File: src/rtl/multi_sprite_bouncer.sv
// Multi-sprite bouncing-box generator: N boxes advance once per frame, one sprite per clock,
// and are composited by fixed priority into a registered RGB stream aligned with delayed syncs.
module multi_sprite_bouncer #(
   parameter int N_SPRITES = 4,
   parameter int SCREEN_W  = 640,
   parameter int SCREEN_H  = 480,
   parameter int BOX_W     = 100,
   parameter int BOX_H     = 100,
   parameter int COLOR_W   = 4
) (
   input  logic                        clk,
   input  logic                        rst,
   input  logic                        i_frame_tick,
   input  logic [$clog2(SCREEN_W)-1:0] i_pos_x,
   input  logic [$clog2(SCREEN_H)-1:0] i_pos_y,
   input  logic                        i_visible_in,
   input  logic                        i_hsync_in,
   input  logic                        i_vsync_in,
   output logic [COLOR_W-1:0]          o_r,
   output logic [COLOR_W-1:0]          o_g,
   output logic [COLOR_W-1:0]          o_b,
   output logic                        o_hsync,
   output logic                        o_vsync,
   output logic                        o_busy
);
   localparam int XW = $clog2(SCREEN_W) + 1;
   localparam int YW = $clog2(SCREEN_H) + 1;
   localparam int IW = $clog2(N_SPRITES);
   localparam logic signed [XW-1:0] X_MAX = XW'(SCREEN_W - BOX_W);
   localparam logic signed [YW-1:0] Y_MAX = YW'(SCREEN_H - BOX_H);

   localparam logic ST_IDLE   = 1'b0;
   localparam logic ST_UPDATE = 1'b1;

   logic                 r_state;
   logic [IW-1:0]        r_idx;
   logic signed [XW-1:0] r_x  [N_SPRITES];
   logic signed [XW-1:0] r_xv [N_SPRITES];
   logic signed [YW-1:0] r_y  [N_SPRITES];
   logic signed [YW-1:0] r_yv [N_SPRITES];
   logic [2:0]           r_color [N_SPRITES];

   logic signed [XW-1:0] w_tx;
   logic signed [XW-1:0] w_nextX;
   logic signed [YW-1:0] w_ty;
   logic signed [YW-1:0] w_nextY;
   logic                 w_hitV;
   logic                 w_hitH;
   logic [2:0]           w_nextColor;

   // Next state of the sprite selected by r_idx; a wall touch flips velocity and cycles colour once.
   always_comb begin
      w_tx        = r_x[r_idx] + r_xv[r_idx];
      w_ty        = r_y[r_idx] + r_yv[r_idx];
      w_hitV      = (w_tx < 0) || (w_tx >= X_MAX);
      w_hitH      = (w_ty < 0) || (w_ty >= Y_MAX);
      w_nextX     = (w_tx < 0) ? '0 : ((w_tx > X_MAX) ? X_MAX : w_tx);
      w_nextY     = (w_ty < 0) ? '0 : ((w_ty > Y_MAX) ? Y_MAX : w_ty);
      w_nextColor = (r_color[r_idx] == 3'd7) ? 3'd1 : r_color[r_idx] + 3'd1;
   end

   always_ff @(posedge clk) begin
      if (rst) begin
         r_state <= ST_IDLE;
         r_idx   <= '0;
         for (int i = 0; i < N_SPRITES; i++) begin
            r_x[i]     <= XW'((i * (BOX_W + 20)) % (SCREEN_W - BOX_W));
            r_y[i]     <= YW'((i * 40) % (SCREEN_H - BOX_H));
            r_xv[i]    <= XW'(2);
            r_yv[i]    <= (i % 2 == 0) ? YW'(1) : YW'(-1);
            r_color[i] <= 3'((i % 7) + 1);
         end
      end else begin
         case (r_state)
            ST_IDLE: begin
               if (i_frame_tick) begin
                  r_state <= ST_UPDATE;
                  r_idx   <= '0;
               end
            end
            default: begin
               r_x[r_idx] <= w_nextX;
               r_y[r_idx] <= w_nextY;
               if (w_hitV) r_xv[r_idx] <= -r_xv[r_idx];
               if (w_hitH) r_yv[r_idx] <= -r_yv[r_idx];
               if (w_hitV || w_hitH) r_color[r_idx] <= w_nextColor;
               if (r_idx == IW'(N_SPRITES - 1)) begin
                  r_state <= ST_IDLE;
                  r_idx   <= '0;
               end else begin
                  r_idx <= r_idx + 1'b1;
               end
            end
         endcase
      end
   end

   assign o_busy = (r_state == ST_UPDATE);

   logic [XW-1:0] w_px;
   logic [YW-1:0] w_py;
   logic          w_anyHit;
   logic [2:0]    w_winColor;

   assign w_px = XW'(i_pos_x);
   assign w_py = YW'(i_pos_y);

   // Scanning from the highest index down lets the lowest-index sprite overwrite, giving it priority.
   always_comb begin
      w_anyHit   = 1'b0;
      w_winColor = 3'd0;
      for (int i = N_SPRITES - 1; i >= 0; i--) begin
         if (($unsigned(r_x[i]) <= w_px) && (w_px < $unsigned(r_x[i]) + XW'(BOX_W)) &&
             ($unsigned(r_y[i]) <= w_py) && (w_py < $unsigned(r_y[i]) + YW'(BOX_H))) begin
            w_anyHit   = 1'b1;
            w_winColor = r_color[i];
         end
      end
   end

   always_ff @(posedge clk) begin
      if (rst) begin
         o_r     <= '0;
         o_g     <= '0;
         o_b     <= '0;
         o_hsync <= 1'b1;
         o_vsync <= 1'b1;
      end else begin
         o_hsync <= i_hsync_in;
         o_vsync <= i_vsync_in;
         if (!i_visible_in) begin
            o_r <= '0;
            o_g <= '0;
            o_b <= '0;
         end else if (w_anyHit) begin
            o_r <= {COLOR_W{w_winColor[0]}};
            o_g <= {COLOR_W{w_winColor[1]}};
            o_b <= {COLOR_W{w_winColor[2]}};
         end else begin
            o_r <= COLOR_W'(1);
            o_g <= COLOR_W'(1);
            o_b <= COLOR_W'(1);
         end
      end
   end
endmodule

File: config.mk
export PLATFORM = sky130hd
export DESIGN_NAME = multi_sprite_bouncer
export DESIGN_NICKNAME = d
export VERILOG_FILES = /design/src/rtl/multi_sprite_bouncer.sv
export SDC_FILE = /design/constraint.sdc
export NUM_CORES = 1
export LEC_CHECK = 0
export CAP_MARGIN = 0
export CORE_MARGIN = 2
export CORE_UTILIZATION = 58
export CTS_BUF_LIST = sky130_fd_sc_hd__clkbuf_8
export CTS_CLUSTER_DIAMETER = 30
export DETAILED_ROUTE_END_ITERATION = 8
export PLACE_DENSITY = 0.79
export SETUP_SLACK_MARGIN = 0.5
export SYNTH_ARGS = -nofsm -noshare
export SYNTH_HDL_FRONTEND = slang
export SYNTH_SLANG_ARGS = --single-unit
File: constraint.sdc
create_clock -name clk -period 4.4 [get_ports clk]
set_input_delay 0.44 -clock clk [delete_from_list [all_inputs] [get_ports clk]]
set_output_delay 0.44 -clock clk [all_outputs]
set_load 0.02 [all_outputs]
After elaboration in Yosys (flattened, before gate mapping)
Memory sizes are Yosys's and may differ from the RTL's. A register that Yosys moved wholly into a read port is not among the register bits.
Cells that the tools add are included.
Widths: inputs -> output; s select.

storage, ports and cells
  latch bits = 0
  flip-flop bits (word level) = 11
  bits in writable memories = 180
  bits in read-only memories = 0
  input port bits = 25
  word-level logic and storage cells = 142
  memories kept = 5
  output and inout bits = 15

memory list
  memory   depth  width  rd ports  clocked after Yosys merged registers in  wr ports  line  RTL
  r_x      4      11     5         1                                        4         37    logic signed [XW-1:0] r_x [N_SPRITES];
  r_xv     4      11     1         1                                        4         38    logic signed [XW-1:0] r_xv [N_SPRITES];
  r_y      4      10     5         1                                        4         39    logic signed [YW-1:0] r_y [N_SPRITES];
  r_yv     4      10     1         1                                        4         40    logic signed [YW-1:0] r_yv [N_SPRITES];
  r_color  4      3      5         1                                        4         41    logic [2:0] r_color [N_SPRITES];

operators by class
  reductions and logical operators = 23
  multipliers = 0
  bitwise operators = 2
  eq/ne operators = 2
  divide/modulo/power cells = 0
  order comparisons = 22
  shift-type cells = 0
  $add $sub $neg = 14
  multiplexer cells = 64

operators by type and width
  cell                   count
  $add 11x7->11 const B  4
  $le 11x10->1           4
  $lt 10x11->1           4
  $mux 11                4
  $add 10x7->10 const B  4
  $le 10x9->1            4
  $lt 9x10->1            4
  $mux 10                4
  $mux 2                 18
  $mux 1                 32
  $reduce_or 11->1       2
  $reduce_or 10->1       2
  $mux 3                 6
  $logic_and 1x1->1      12
  $add 11x11->11         1
  $ge 11x11->1 const B   1
  $gt 11x11->1 const B   1
  $lt 11x1->1 const B    1
  $neg 11->11            1
  $add 10x10->10         1
  $ge 10x10->1 const B   1
  $gt 10x10->1 const B   1
  $lt 10x1->1 const B    1
  $neg 10->10            1
  other kinds (9)        13

Longest topological paths before layout
An unclocked memory read counts as a cell.

  depth after elaboration = 12
  mapped depth = 17
  depth with buffers taken out = 14

Worst setup path before layout
OpenSTA, ideal clock, no wires.

  path type = reg2reg
  from = reg with a tool-made name
  to = mem r_color[0][0] (enable)
  data required time = 4.149 ns
  path buffers = 5
  clock period less this slack = 4.739 ns
  path slack = -0.339 ns
  arrival = 4.487 ns
  stages on the path, launching flop included = 17
  library setup time = 0.251 ns
  cells stage by stage = dfxtp_1 -> buf_4 -> buf_4 -> buf_4 -> buf_1 -> mux4_2 -> ha_1 -> fa_1 -> a211oi_2 -> o21ai_1 -> and3_1 -> o211a_1 -> a211oi_4 -> a21oi_2 -> or2_1 -> buf_2 -> a21o_1

RTL lines
  what              line
  end: declaration  41

==> flow_summary.toml <==
[yosys]
ys_warn_count = 0
avgSynthCellArea_um2 = 10.8
synth_top_family_by_area = "adder cells"
ys_seq_area_frac = 0.398
async_flop_share = 0
synth-main-ff-cell = "edfxtp_1"
synth_area_mm2 = 0.0136
synthAdderAreaFrac = 0.172
yosys-top-cells-area = "edfxtp_1 (38%), ha_1 (17%), mux4_2 (6.9%)"
netlist_instances = 1266
syn_nets = 1477
synth.ff_latch_count = 185
synth_xor_area_frac = 0.0456
synth_edf_count = 172
synth-compound-area-share = 0.125
synth-simple-area-share = 0.150
synth.area.mux_share = 0.0724
yosys.area.top_type = "edfxtp_1"
ys_types = 82
synth_top_cell_area_share = 0.379

[critical_path]
crit_top_cell = "a211oi_4"
critical-path-slowest-cell = "mux4_2"
path_cells = "buf_12 -> mux4_2 -> ha_4 -> fa_2 -> a211oi_4 -> o21ai_2 -> and3_4 -> o211a_1 -> a211oi_4 -> a21oi_4 -> nand2_2 -> or3b_4"
r2r-end = "r_color[1][2]"
start_kind = "register"
crit_buf_inv = 1
reg2reg_depth = 12
worstPathMaxFanout = 7
endpoint_kind = "register"
cp.required_ns = 4.62
crit_family = "compound AO/OA/AOI/OAI gates"
critical_path_class = "reg -> reg"
cpPeakStageDelay_ns = 0.54
reg2reg_slack_ns = 0.49
arrival_ns = 4.12

[power_and_ir_drop]
power_density_mw_per_mm2 = 331
peakVddDrop_mv = 0.213
power_leakage_nw = 6.05

[floorplanning]
die_h_um = 157
die_area_mm2 = 0.0247
die_x_um = 157
initial_core_util = 0.586
core_area_mm2 = 0.0233
ioPinCount = 40
rows = 56

[global_route]
grt_max_degree = 24
globalRouteTotalUtil = 0.282
antenna_found_initial = 0
use_met2 = 0.482
top_usage_layer = "met2"
met3_usage = 0.0366
use_met1 = 0.375
grt-ovfl-total = 0
grt_pass1_wl_um = 53300
grt_pass1_vias = 10200

[clocking]
cts.htree.levels = 4
cts_buffer_depth = 2
cts_sinks = 185
numCtsBuffers = 17
cts_tree = "built"
clk_latency_ns = 0.47
clk_pin_slew_ns = 0.09
cts_root_buf = "clkbuf_8"
cts_hold_buf = 0

[layout]
postLayoutCoreUtil = 0.656
final_cells = 1658
area_growth_pct = 11.9
nets = 1537
antenna_cells = 0
drive_above_1_share = 0.142

[route]
routed_via_density = 6.26
post_drt_wl_per_cell_um = 20.7
wirelength_um = 34400
ant_nets = 0
dr.pass1.iters = 5
via_count = 10400
drt_iter0_drc = 1005
drc = 0

[placed_design]
hpwl_um = 26000
placed_cells = 1607
port_buffers = 39
finalWeightedCongestion = 0.934

[timing]
finClkSkew_ns = 0.0152
rsz0062_at_grt = "yes"
worst_pin_slew_ns = 1.12
hold_viol = 0
slew_headroom = 0.252
min_period_ns = 3.91
max_freq_ghz = 0.256
slew_viol_final = 0
setup_viol = 0
tns_ns = 0
period_share = 0.888

[hold_path]
hold_end = "o_hsync"
hold_path_depth = 2
holdCritStartpoint = "i_hsync_in"
hold_class = "in -> reg"

[run_status]
status = "completed"

[job]
drv_cap = 0
worst max path at each step:
stage / start / end / slack [ns] / cells after the start
floorplan: register / r_color[0][0] / 0.43 / 16
global placement: register / r_color[1][2] / 0.35 / 12
detailed placement: register / r_color[1][0] / 0.21 / 12
CTS: register / r_color[1][0] / 0.50 / 12
global route: register / r_x[0][2] / 0.40 / 12
finish: register / r_color[1][2] / 0.49 / 12
Yosys cell counts (all sizes together) (5+ instances only):
library cell  instances
and2                  5
nand4                15
nor2b                19
inv                  79
nand2                86
o311ai                5
xnor2                44
o21ai                42
a2111oi               5
nand3                25
edfxtp              172
clkbuf               20
or2                  12
o211ai                8
and3                 22
nand2b               25
dfxtp                13
buf                  23
nor4                  8
o21a                  9
nor3                 23
or3                  15
a21oi                76
o21bai                5
nor3b                13
mux4                 42
ha                  184
a211o                 7
nor2                125
a211oi               18
a21o                 24
xor2                 27
final cells by class:
| class | instances | area [um2] |
|---|---|---|
| clock buffer | 17 | 234 |
| clock inverter | 15 | 125 |
| fill | 1793 | 8010 |
| inverter | 79 | 297 |
| multi-input combinational | 959 | 7950 |
| sequential | 185 | 5430 |
| tap | 319 | 399 |
| timing repair buffer | 84 | 817 |
timing repair:
action / 4_1_cts / 5_1_grt
resized for setup: 23 / 24
setup buffers: 5 / 11
pin swaps: 9 / 10
setup endpoints to repair: 155 / 203
endpoints found under the hold margin: 0 / 0
gates cloned: 1 / 2
per-stage QoR:
stage | setup slack [ns] | total power, mW | cell area, um2 | hold slack (ns)
floorplan | 0.433 | 3.36 | 13800 | 0.544
global placement | 0.348 | 3.75 | 14500 | 0.632
detailed placement | 0.206 | 3.81 | 14500 | 0.630
CTS | 0.503 | 4.93 | 15000 | 0.526
global route | 0.404 | 5.31 | 15300 | 0.537
finish | 0.494 | 5.05 | 15300 | 0.534
placed cells by master (no fill, tap or decap), types with 12 or more instances in the layout:
cell,n
nand3_1,25
nor3b_1,12
nor2b_1,19
nor3_1,21
a211oi_1,13
edfxtp_1,172
buf_4,39
nand2b_1,20
inv_1,79
clkbuf_8,17
nand4_1,15
clkdlybuf4s50_1,39
a21oi_1,73
a21o_1,24
ha_1,176
and3_1,20
xor2_1,27
nor2_1,123
mux4_2,42
nand2_1,83
xnor2_1,43
or3_1,14
o21ai_0,38
registers in the layout, summed over array words and instances (netlist names), named ones only:
register / count
r_color: 12
r_yv: 40
o_hsync: 1
o_r: 2
o_vsync: 1
r_xv: 44
o_b: 2
r_idx: 2
r_x: 40
r_y: 36
o_busy: 1
o_g: 2
report_power, final:
group / switching (mW) / internal, mW
combinational: 1.06 / 0.776
sequential: 0.101 / 2.04
clock: 0.621 / 0.448
logic make-up (layout without fill, tap and decap cells):
logic type               Yosys count  count (layout)
AND/OR/NAND/NOR                  411             411
AO/OA/AOI/OAI                    245             245
adder cells (fa/ha/maj)          186             186
flip-flops                       185             185
buffers and inverters            122             195
XOR/XNOR                          71              71
multiplexers                      46              46
per-layer routing:
metal  up-vias  part of all wire
met1      5059              0.42
met2       408              0.48
met3        55             0.067
met4         0             0.028
li1       4856                 -
met5         -                 0
Note: power is estimated with default switching activity, not from simulation.
